===== config.mk =====
export PLATFORM = sky130hd
export DESIGN_NAME = unidad_control_flat
export DESIGN_NICKNAME = d
export VERILOG_FILES = /design/src/rtl/unidad_control_if.sv /design/src/rtl/unidad_control.sv /design/src/flat_wrapper.sv
export SDC_FILE = /design/constraint.sdc
export NUM_CORES = 1
export LEC_CHECK = 0
export BUFFER_PORTS_ARGS = -buffer_cell sky130_fd_sc_hd__buf_2
export CORE_MARGIN = 2
export CORE_UTILIZATION = 41
export DETAILED_ROUTE_END_ITERATION = 10
export GPL_TIMING_DRIVEN = 0
export PLACE_DENSITY = 0.75
export SLEW_MARGIN = 40
export SYNTH_ARGS = -nofsm -noshare
export SYNTH_HDL_FRONTEND = slang
export SYNTH_SLANG_ARGS = --single-unit

===== constraint.sdc =====
create_clock -name clk -period 1.3 [get_ports clk]
set_input_delay 0.26 -clock clk [delete_from_list [all_inputs] [get_ports clk]]
set_output_delay 0.26 -clock clk [all_outputs]
set_load 0.02 [all_outputs]

===== src/rtl/unidad_control_if.sv =====
// Control bus between the multicycle control unit and its datapath.
interface unidad_control_if;
    logic [6:0] op;
    logic [2:0] funct3;
    logic       funct7_5;
    logic       zero;
    logic       mem_ready;

    logic       pc_we;
    logic       ir_we;
    logic       alu_out_we;
    logic       reg_we;
    logic       mem_re;
    logic       mem_we;
    logic       addr_sel;
    logic       pc_sel;
    logic [1:0] alu_a_sel;
    logic [1:0] alu_b_sel;
    logic [1:0] wb_sel;
    logic [3:0] alu_sel;
    logic       illegal;

    // Control unit side: decodes instruction fields, drives enables and selects.
    modport master (
        input  op, funct3, funct7_5, zero, mem_ready,
        output pc_we, ir_we, alu_out_we, reg_we, mem_re, mem_we, addr_sel, pc_sel,
               alu_a_sel, alu_b_sel, wb_sel, alu_sel, illegal
    );

    // Datapath side.
    modport slave (
        output op, funct3, funct7_5, zero, mem_ready,
        input  pc_we, ir_we, alu_out_we, reg_we, mem_re, mem_we, addr_sel, pc_sel,
               alu_a_sel, alu_b_sel, wb_sel, alu_sel, illegal
    );
endinterface


===== src/rtl/unidad_control.sv =====
// Multicycle RV32I control unit: Moore FSM driving datapath enables and selects.
module unidad_control (
    input  logic              clk,
    input  logic              rst,
    unidad_control_if.master  bus
);

    typedef enum logic [3:0] {
        StFetch, StDecode, StExecR, StExecI, StExecU, StAddr, StMemRd,
        StMemWr, StWbAlu, StWbMem, StBranch, StJal, StJalr, StTrap
    } state_e;

    localparam logic [6:0] OpR      = 7'b0110011;
    localparam logic [6:0] OpI      = 7'b0010011;
    localparam logic [6:0] OpLui    = 7'b0110111;
    localparam logic [6:0] OpAuipc  = 7'b0010111;
    localparam logic [6:0] OpLoad   = 7'b0000011;
    localparam logic [6:0] OpStore  = 7'b0100011;
    localparam logic [6:0] OpBranch = 7'b1100011;
    localparam logic [6:0] OpJal    = 7'b1101111;
    localparam logic [6:0] OpJalr   = 7'b1100111;

    state_e state_q, state_d;

    logic branch_ok;
    logic branch_taken;

    // funct3 010/011 are not branch encodings.
    assign branch_ok = (bus.funct3[2:1] != 2'b01);
    // eq/ge-style (ge, geu) take on zero=1; ne/lt-style take on zero=0.
    assign branch_taken = bus.funct3[2] ? (bus.zero == bus.funct3[0])
                                        : (bus.zero != bus.funct3[0]);

    // State register with asynchronous return to FETCH.
    always_ff @(posedge clk or posedge rst) begin
        if (rst) begin
            state_q <= StFetch;
        end else begin
            state_q <= state_d;
        end
    end

    // Next-state selection.
    always_comb begin
        state_d = state_q;
        unique case (state_q)
            StFetch:  if (bus.mem_ready) state_d = StDecode;
            StDecode: begin
                case (bus.op)
                    OpR:              state_d = StExecR;
                    OpI:              state_d = StExecI;
                    OpLui, OpAuipc:   state_d = StExecU;
                    OpLoad, OpStore:  state_d = StAddr;
                    OpBranch:         state_d = StBranch;
                    OpJal:            state_d = StJal;
                    OpJalr:           state_d = StJalr;
                    default:          state_d = StTrap;
                endcase
            end
            StExecR, StExecI, StExecU: state_d = StWbAlu;
            StAddr:   state_d = (bus.op == OpLoad) ? StMemRd : StMemWr;
            StMemRd:  if (bus.mem_ready) state_d = StWbMem;
            StMemWr:  if (bus.mem_ready) state_d = StFetch;
            StWbAlu, StWbMem, StJal, StJalr: state_d = StFetch;
            StBranch: state_d = branch_ok ? StFetch : StTrap;
            StTrap:   state_d = StTrap;
            default:  state_d = StFetch;
        endcase
    end

    // Output decode; everything is forced low while reset is held.
    always_comb begin
        bus.pc_we      = 1'b0;
        bus.ir_we      = 1'b0;
        bus.alu_out_we = 1'b0;
        bus.reg_we     = 1'b0;
        bus.mem_re     = 1'b0;
        bus.mem_we     = 1'b0;
        bus.addr_sel   = 1'b0;
        bus.pc_sel     = 1'b0;
        bus.alu_a_sel  = 2'b00;
        bus.alu_b_sel  = 2'b00;
        bus.wb_sel     = 2'b00;
        bus.alu_sel    = 4'b0000;
        bus.illegal    = 1'b0;
        if (!rst) begin
            unique case (state_q)
                StFetch: begin
                    bus.mem_re    = 1'b1;
                    bus.alu_a_sel = 2'b01;
                    bus.alu_b_sel = 2'b10;
                    // Commit IR and PC+4 only on the cycle the fetch completes.
                    bus.ir_we     = bus.mem_ready;
                    bus.pc_we     = bus.mem_ready;
                end
                StDecode: begin
                    // Precompute the branch/jump target pc_old + imm.
                    bus.alu_a_sel  = 2'b10;
                    bus.alu_b_sel  = 2'b01;
                    bus.alu_out_we = 1'b1;
                end
                StExecR: begin
                    bus.alu_sel    = {bus.funct3, bus.funct7_5};
                    bus.alu_out_we = 1'b1;
                end
                StExecI: begin
                    bus.alu_b_sel  = 2'b01;
                    // Only shift-right immediates carry a meaningful funct7 bit.
                    bus.alu_sel    = {bus.funct3, (bus.funct3 == 3'b101) & bus.funct7_5};
                    bus.alu_out_we = 1'b1;
                end
                StExecU: begin
                    bus.alu_a_sel  = (bus.op == OpLui) ? 2'b11 : 2'b10;
                    bus.alu_b_sel  = 2'b01;
                    bus.alu_out_we = 1'b1;
                end
                StAddr: begin
                    bus.alu_b_sel  = 2'b01;
                    bus.alu_out_we = 1'b1;
                end
                StMemRd: begin
                    bus.mem_re   = 1'b1;
                    bus.addr_sel = 1'b1;
                end
                StMemWr: begin
                    bus.mem_we   = 1'b1;
                    bus.addr_sel = 1'b1;
                end
                StWbAlu: bus.reg_we = 1'b1;
                StWbMem: begin
                    bus.reg_we = 1'b1;
                    bus.wb_sel = 2'b01;
                end
                StBranch: begin
                    case (bus.funct3[2:1])
                        2'b00:   bus.alu_sel = 4'b0001;
                        2'b10:   bus.alu_sel = 4'b0100;
                        2'b11:   bus.alu_sel = 4'b0110;
                        default: bus.alu_sel = 4'b0000;
                    endcase
                    bus.pc_we  = branch_ok & branch_taken;
                    bus.pc_sel = branch_ok & branch_taken;
                end
                StJal: begin
                    bus.reg_we = 1'b1;
                    bus.wb_sel = 2'b10;
                    bus.pc_we  = 1'b1;
                    bus.pc_sel = 1'b1;
                end
                StJalr: begin
                    bus.alu_b_sel = 2'b01;
                    bus.pc_we     = 1'b1;
                    bus.reg_we    = 1'b1;
                    bus.wb_sel    = 2'b10;
                end
                StTrap:  bus.illegal = 1'b1;
                default: ;
            endcase
        end
    end

endmodule


===== src/flat_wrapper.sv =====
// flat-port wrapper written by rule: the top's interface ports become plain ports
module unidad_control_flat 
  (clk, rst, bus_op, bus_funct3, bus_funct7_5, bus_zero, bus_mem_ready, bus_pc_we, bus_ir_we, bus_alu_out_we, bus_reg_we, bus_mem_re, bus_mem_we, bus_addr_sel, bus_pc_sel, bus_alu_a_sel, bus_alu_b_sel, bus_wb_sel, bus_alu_sel, bus_illegal);
  unidad_control_if bus_i ();
  input  logic clk;
  input  logic rst;
  input wire logic [$bits(bus_i.op)-1:0] bus_op;
  input wire logic [$bits(bus_i.funct3)-1:0] bus_funct3;
  input wire logic [$bits(bus_i.funct7_5)-1:0] bus_funct7_5;
  input wire logic [$bits(bus_i.zero)-1:0] bus_zero;
  input wire logic [$bits(bus_i.mem_ready)-1:0] bus_mem_ready;
  output wire logic [$bits(bus_i.pc_we)-1:0] bus_pc_we;
  output wire logic [$bits(bus_i.ir_we)-1:0] bus_ir_we;
  output wire logic [$bits(bus_i.alu_out_we)-1:0] bus_alu_out_we;
  output wire logic [$bits(bus_i.reg_we)-1:0] bus_reg_we;
  output wire logic [$bits(bus_i.mem_re)-1:0] bus_mem_re;
  output wire logic [$bits(bus_i.mem_we)-1:0] bus_mem_we;
  output wire logic [$bits(bus_i.addr_sel)-1:0] bus_addr_sel;
  output wire logic [$bits(bus_i.pc_sel)-1:0] bus_pc_sel;
  output wire logic [$bits(bus_i.alu_a_sel)-1:0] bus_alu_a_sel;
  output wire logic [$bits(bus_i.alu_b_sel)-1:0] bus_alu_b_sel;
  output wire logic [$bits(bus_i.wb_sel)-1:0] bus_wb_sel;
  output wire logic [$bits(bus_i.alu_sel)-1:0] bus_alu_sel;
  output wire logic [$bits(bus_i.illegal)-1:0] bus_illegal;
  assign bus_i.op = bus_op;
  assign bus_i.funct3 = bus_funct3;
  assign bus_i.funct7_5 = bus_funct7_5;
  assign bus_i.zero = bus_zero;
  assign bus_i.mem_ready = bus_mem_ready;
  assign bus_pc_we = bus_i.pc_we;
  assign bus_ir_we = bus_i.ir_we;
  assign bus_alu_out_we = bus_i.alu_out_we;
  assign bus_reg_we = bus_i.reg_we;
  assign bus_mem_re = bus_i.mem_re;
  assign bus_mem_we = bus_i.mem_we;
  assign bus_addr_sel = bus_i.addr_sel;
  assign bus_pc_sel = bus_i.pc_sel;
  assign bus_alu_a_sel = bus_i.alu_a_sel;
  assign bus_alu_b_sel = bus_i.alu_b_sel;
  assign bus_wb_sel = bus_i.wb_sel;
  assign bus_alu_sel = bus_i.alu_sel;
  assign bus_illegal = bus_i.illegal;
  unidad_control u_core (.clk(clk), .rst(rst), .bus(bus_i));
endmodule

==> results.py, run 1 <==
metrics = {
    "status": {
        "run_status": "did not finish",
        "failing_step": "global routing",
        "stop_error": "[ERROR DPL-0038] Utilization greater than 100%, impossible to legalize",
    },
    "yosys": {
        "synth_cell_type_count": 39,
        "synthCells": 105,
        "synth-main-ff-cell": "dfrtp_1",
        "synth-compound-area-share": 0.2939,
        "synth_xor_area_frac": 0.03763,
        "synth_edf_count": 0,
        "synth_area_leaders": "dfrtp_1 14%, nor2_1 8.1%, nand2_1 5.9%, nor3_1 5.7%, buf_6 4.8%",
        "synth_common_cells": "15 x nor2_1, 11 x nand2_1, 8 x nor3_1, 6 x a21oi_1, 6 x o21ai_0",
        "synth.largest_area_cell": "dfrtp_1",
        "synthArstFlopShare": 1.000,
        "yosysSeqAreaShare": 0.1434,
        "yosysMostFrequentCell": "nor2_1",
        "synth_top_family_by_area": "simple AND/OR/NAND/NOR gates",
        "synth_area_um2": 698.2,
        "ys_warn_count": 0,
        "synthMuxAreaShare": 0.01434,
        "post-synth-top-area-fraction": 0.1434,
        "synthSimpleGateAreaFrac": 0.3996,
        "avgSynthCellArea_um2": 6.649,
        "ys_ff_latch": 4,
        "synth_fp_nets": 120,
        "synthAdderAreaFrac": 0,
    },
    "timing": {
        "worst-ep-kind": "top-level output",
        "worst_endpoint": "bus_alu_a_sel[1]",
    },
    "floorplan": {
        "io_pins": 34,
        "die_w_um": 45.27,
        "initial_core_util": 0.4478,
        "fp-row-count": 14,
        "fp.dieH_um": 45.27,
    },
    "placed_design": {
        "port_buffers": 32,
        "post-place-ws_ns": -0.4325,
        "hpwlAfterDp_um": 1772,
        "dp_cells": 153,
        "gp_congestion": 0.8887,
    },
    "clock_tree": {
        "numCtsBuffers": 3,
        "cts_sinks": 4,
        "cts-root-buf": "clkbuf_4",
        "clockBufferDepth": 2,
        "htreeDepth": 1,
    },
    "grt": {
        "grt_max_degree": 11,
    },
}
-- what timing repair did --
action	in CTS
buffers inserted	13
endpoints found under the hold margin	4
pin swaps	9
gates cloned	1
gates resized for setup	43
setup endpoints to repair	20
hold buffers	1
-- through the flow --
step                instance area, µm²  hold slack [ns]
floorplan                        929.6           0.2122
global placement                  1110           0.2300
detailed placement                1110           0.2335
CTS                               1406           0.4230
-- cell families after synthesis --
group           after synthesis
xor+xnor                      3
simple gates                 55
flops                         4
compound gates               29
mux                           1
buf+inv                      13
==> inputs of run 2 (changes only) <==
- CORE_AREA: unset -> 2 2 63 65
- CORE_MARGIN: 2 -> unset
- CORE_UTILIZATION: 41 -> unset
- DIE_AREA: unset -> 0 0 65 67
- PLACE_DENSITY: 0.75 -> unset
- PLACE_DENSITY_LB_ADDON: unset -> 0.15
- clock period: 1.3 -> 1.7 ns (I/O delays scaled with it)
==> results.py, run 2 <==
metrics = {
    "critical_path": {
        "arrival_ns": 1.42,
        "cpPeakStageDelay_ns": 0.36,
        "cp.required_ns": 1.36,
        "crit_path_max_fanout": 6,
        "start_kind": "flip-flop",
        "ff2ff_setup_slack_ns": 0.22,
        "cp_top_family": "simple AND/OR/NAND/NOR gates",
        "crit_slowest_cell": "dfrtp_1",
        "critPathBufInv": 2,
        "cp-end-kind": "primary output",
        "crit_chain": "buf_6 > and4bb_2 > a22oi_2 > nor2_1 > buf_4",
        "crit_type": "reg -> out",
    },
    "yosys": {
        "synth_top_family_by_area": "simple AND/OR/NAND/NOR gates",
        "synth_area_leaders": "dfrtp_1 14%, nor2_1 8.1%, nand2_1 5.9%, nor3_1 5.7%, buf_6 4.8%",
        "avgSynthCellArea_um2": 6.649,
        "synthArstFlopShare": 1.000,
        "synth_cell_type_count": 39,
        "synth.largest_area_cell": "dfrtp_1",
        "synthSimpleGateAreaFrac": 0.3996,
        "synth-compound-area-share": 0.2939,
        "yosysSeqAreaShare": 0.1434,
        "synth_common_cells": "15 x nor2_1, 11 x nand2_1, 8 x nor3_1, 6 x a21oi_1, 6 x o21ai_0",
        "synth_area_um2": 698.2,
        "synthAdderAreaFrac": 0,
        "synth_fp_nets": 120,
        "post-synth-top-area-fraction": 0.1434,
        "yosysMostFrequentCell": "nor2_1",
        "synth_xor_area_frac": 0.03763,
        "synth-main-ff-cell": "dfrtp_1",
        "ys_ff_latch": 4,
        "ys_warn_count": 0,
        "synth_edf_count": 0,
        "synthCells": 105,
        "synthMuxAreaShare": 0.01434,
    },
    "final_layout": {
        "largest_registers": "u_core.state_q (4)",
        "fillers": 374,
        "finalNonFillerCells": 210,
        "diodes": 0,
        "drive_above_1_share": 0.6111,
        "largest_register": "u_core.state_q",
        "area_growth_syn_to_layout_pct": 110.8,
        "final_nets": 179,
        "stdcell_area_mm2": 0.001471,
        "largest_reg_flops": 4,
        "final_cell_mix": "28 x buf_4, 14 x buf_6, 14 x buf_2",
        "final_common_cell": "buf_4",
    },
    "status": {
        "violations": "setup timing",
        "run_status": "finished, violations left",
    },
    "timing": {
        "timing.final.crit_share": 1.037,
        "hold_viol": 0,
        "max_clock_freq_mhz": 567.4,
        "worst_pin_slew_ns": 0.3017,
        "finalMaxSlewViolations": 0,
        "rsz0062_at_grt": "yes",
        "setup_viol": 11,
        "fin_skew_ns": 0.003727,
        "hold_slack_ns": 0.2180,
        "worst_slack_ns": -0.06255,
        "relSlewSlack": 0.7988,
        "min_period_ns": 1.763,
    },
    "route": {
        "route.vias.total": 1041,
        "drt_first_iter_violations": 80,
        "wl_um": 2801,
        "post_drt_wl_per_cell_um": 13.34,
        "antenna_left": 0,
        "viasPerCell": 4.957,
        "route.detailed.drc": 0,
        "firstDrtPassIters": 4,
    },
    "placed_design": {
        "post-place-ws_ns": -0.2500,
        "placed_area_um2": 942.2,
        "dp_cells": 185,
        "hpwlAfterDp_um": 1835,
        "port_buffers": 32,
        "gp_congestion": 0.7623,
    },
    "power": {
        "p_leak_uw": 0.0006311,
        "vdd_drop_max_mv": 0.3205,
        "powerDensity_mw_per_mm2": 1342,
    },
    "floorplan": {
        "dieArea_mm2": 0.004355,
        "coreArea_mm2": 0.003606,
        "io_pins": 34,
        "die_w_um": 65,
        "fp-row-count": 22,
        "fp.dieH_um": 67,
        "initial_core_util": 0.1936,
    },
    "clock_tree": {
        "cts-root-buf": "clkbuf_8",
        "cts_sinks": 4,
        "clk_pin_slew_ns": 0.03,
        "htreeDepth": 1,
        "numCtsBuffers": 3,
        "cts_tree": "yes",
        "clock_latency_ns": 0.21,
        "clockBufferDepth": 2,
    },
    "grt": {
        "grt_max_degree": 11,
        "first_global_vias": 947,
        "track_usage": 0.1278,
        "grt_pass1_wl_um": 4340,
        "overflow": 0,
        "antenna_found_initial": 0,
    },
    "hold_path": {
        "hold_class": "in -> async",
    },
    "run": {
        "cap_viol_max_count": 0,
    },
}
## run 2: cell families after synthesis
logic type,count (synthesis)
simple gates,55
compound gates,29
flops,4
mux,1
xor+xnor,3
buf+inv,13
## run 2: final cells by class
cell class | instances | area [µm²] | share of cell area
Multi-Input combinational cell | 88 | 704.4 | 0.4787
Timing Repair Buffer | 54 | 424.2 | 0.2883
Buffer | 8 | 108.9 | 0.07398
Sequential cell | 4 | 101.3 | 0.06888
Tap cell | 48 | 60.06 | 0.04082
Clock buffer | 3 | 41.29 | 0.02806
Inverter | 5 | 31.28 | 0.02126
## run 2: routing by layer
| metal | routed length [µm] | track usage | up-vias |
|---|---|---|---|
| met5 | 0 | 0 | - |
| met2 | 1364 | 0.2268 | 34 |
| li1 | - | - | 503 |
| met1 | 1284 | 0.1643 | 502 |
| met4 | 10 | 0.03191 | 0 |
| met3 | 141 | 0.01351 | 2 |
## run 2: through the flow
stage,setup TNS (ns),util,power (µW)
global route,-1.413,0.4081,2096
CTS,-0.3453,0.3813,1855
detailed placement,-1.830,0.2613,1043
floorplan,-1.093,-,808.2
finish,-0.3744,0.4081,1974
global placement,-1.866,0.2613,1051
## run 2: path summary, 6_finish.rpt
check,startpoint,to,cells past startpoint
max reg2reg,u_core.state_q[0],u_core.state_q[0],5
max in group asynchronous,rst,u_core.state_q[3],2
min in group clk,bus_op[2],u_core.state_q[3],3
min,rst,u_core.state_q[1],2
max,u_core.state_q[0],bus_alu_sel[2],5
min reg2reg,u_core.state_q[1],u_core.state_q[3],4
## run 2: power breakdown
group          internal [µW]  switching [µW]  total [µW]
sequential               132            28.9         161
clock                    151            45.3         196
combinational            812             805        1620
## run 2: repair_timing
| item | 4_1_cts | 5_1_grt |
|---|---|---|
| cloned | 1 | 0 |
| setup endpoints to repair | 19 | 18 |
| resized for setup | 55 | 26 |
| setup buffers | 18 | 4 |
| pin swaps | 11 | 8 |
| hold buffers | 0 | 0 |
Power figures use the tool's default switching activity.
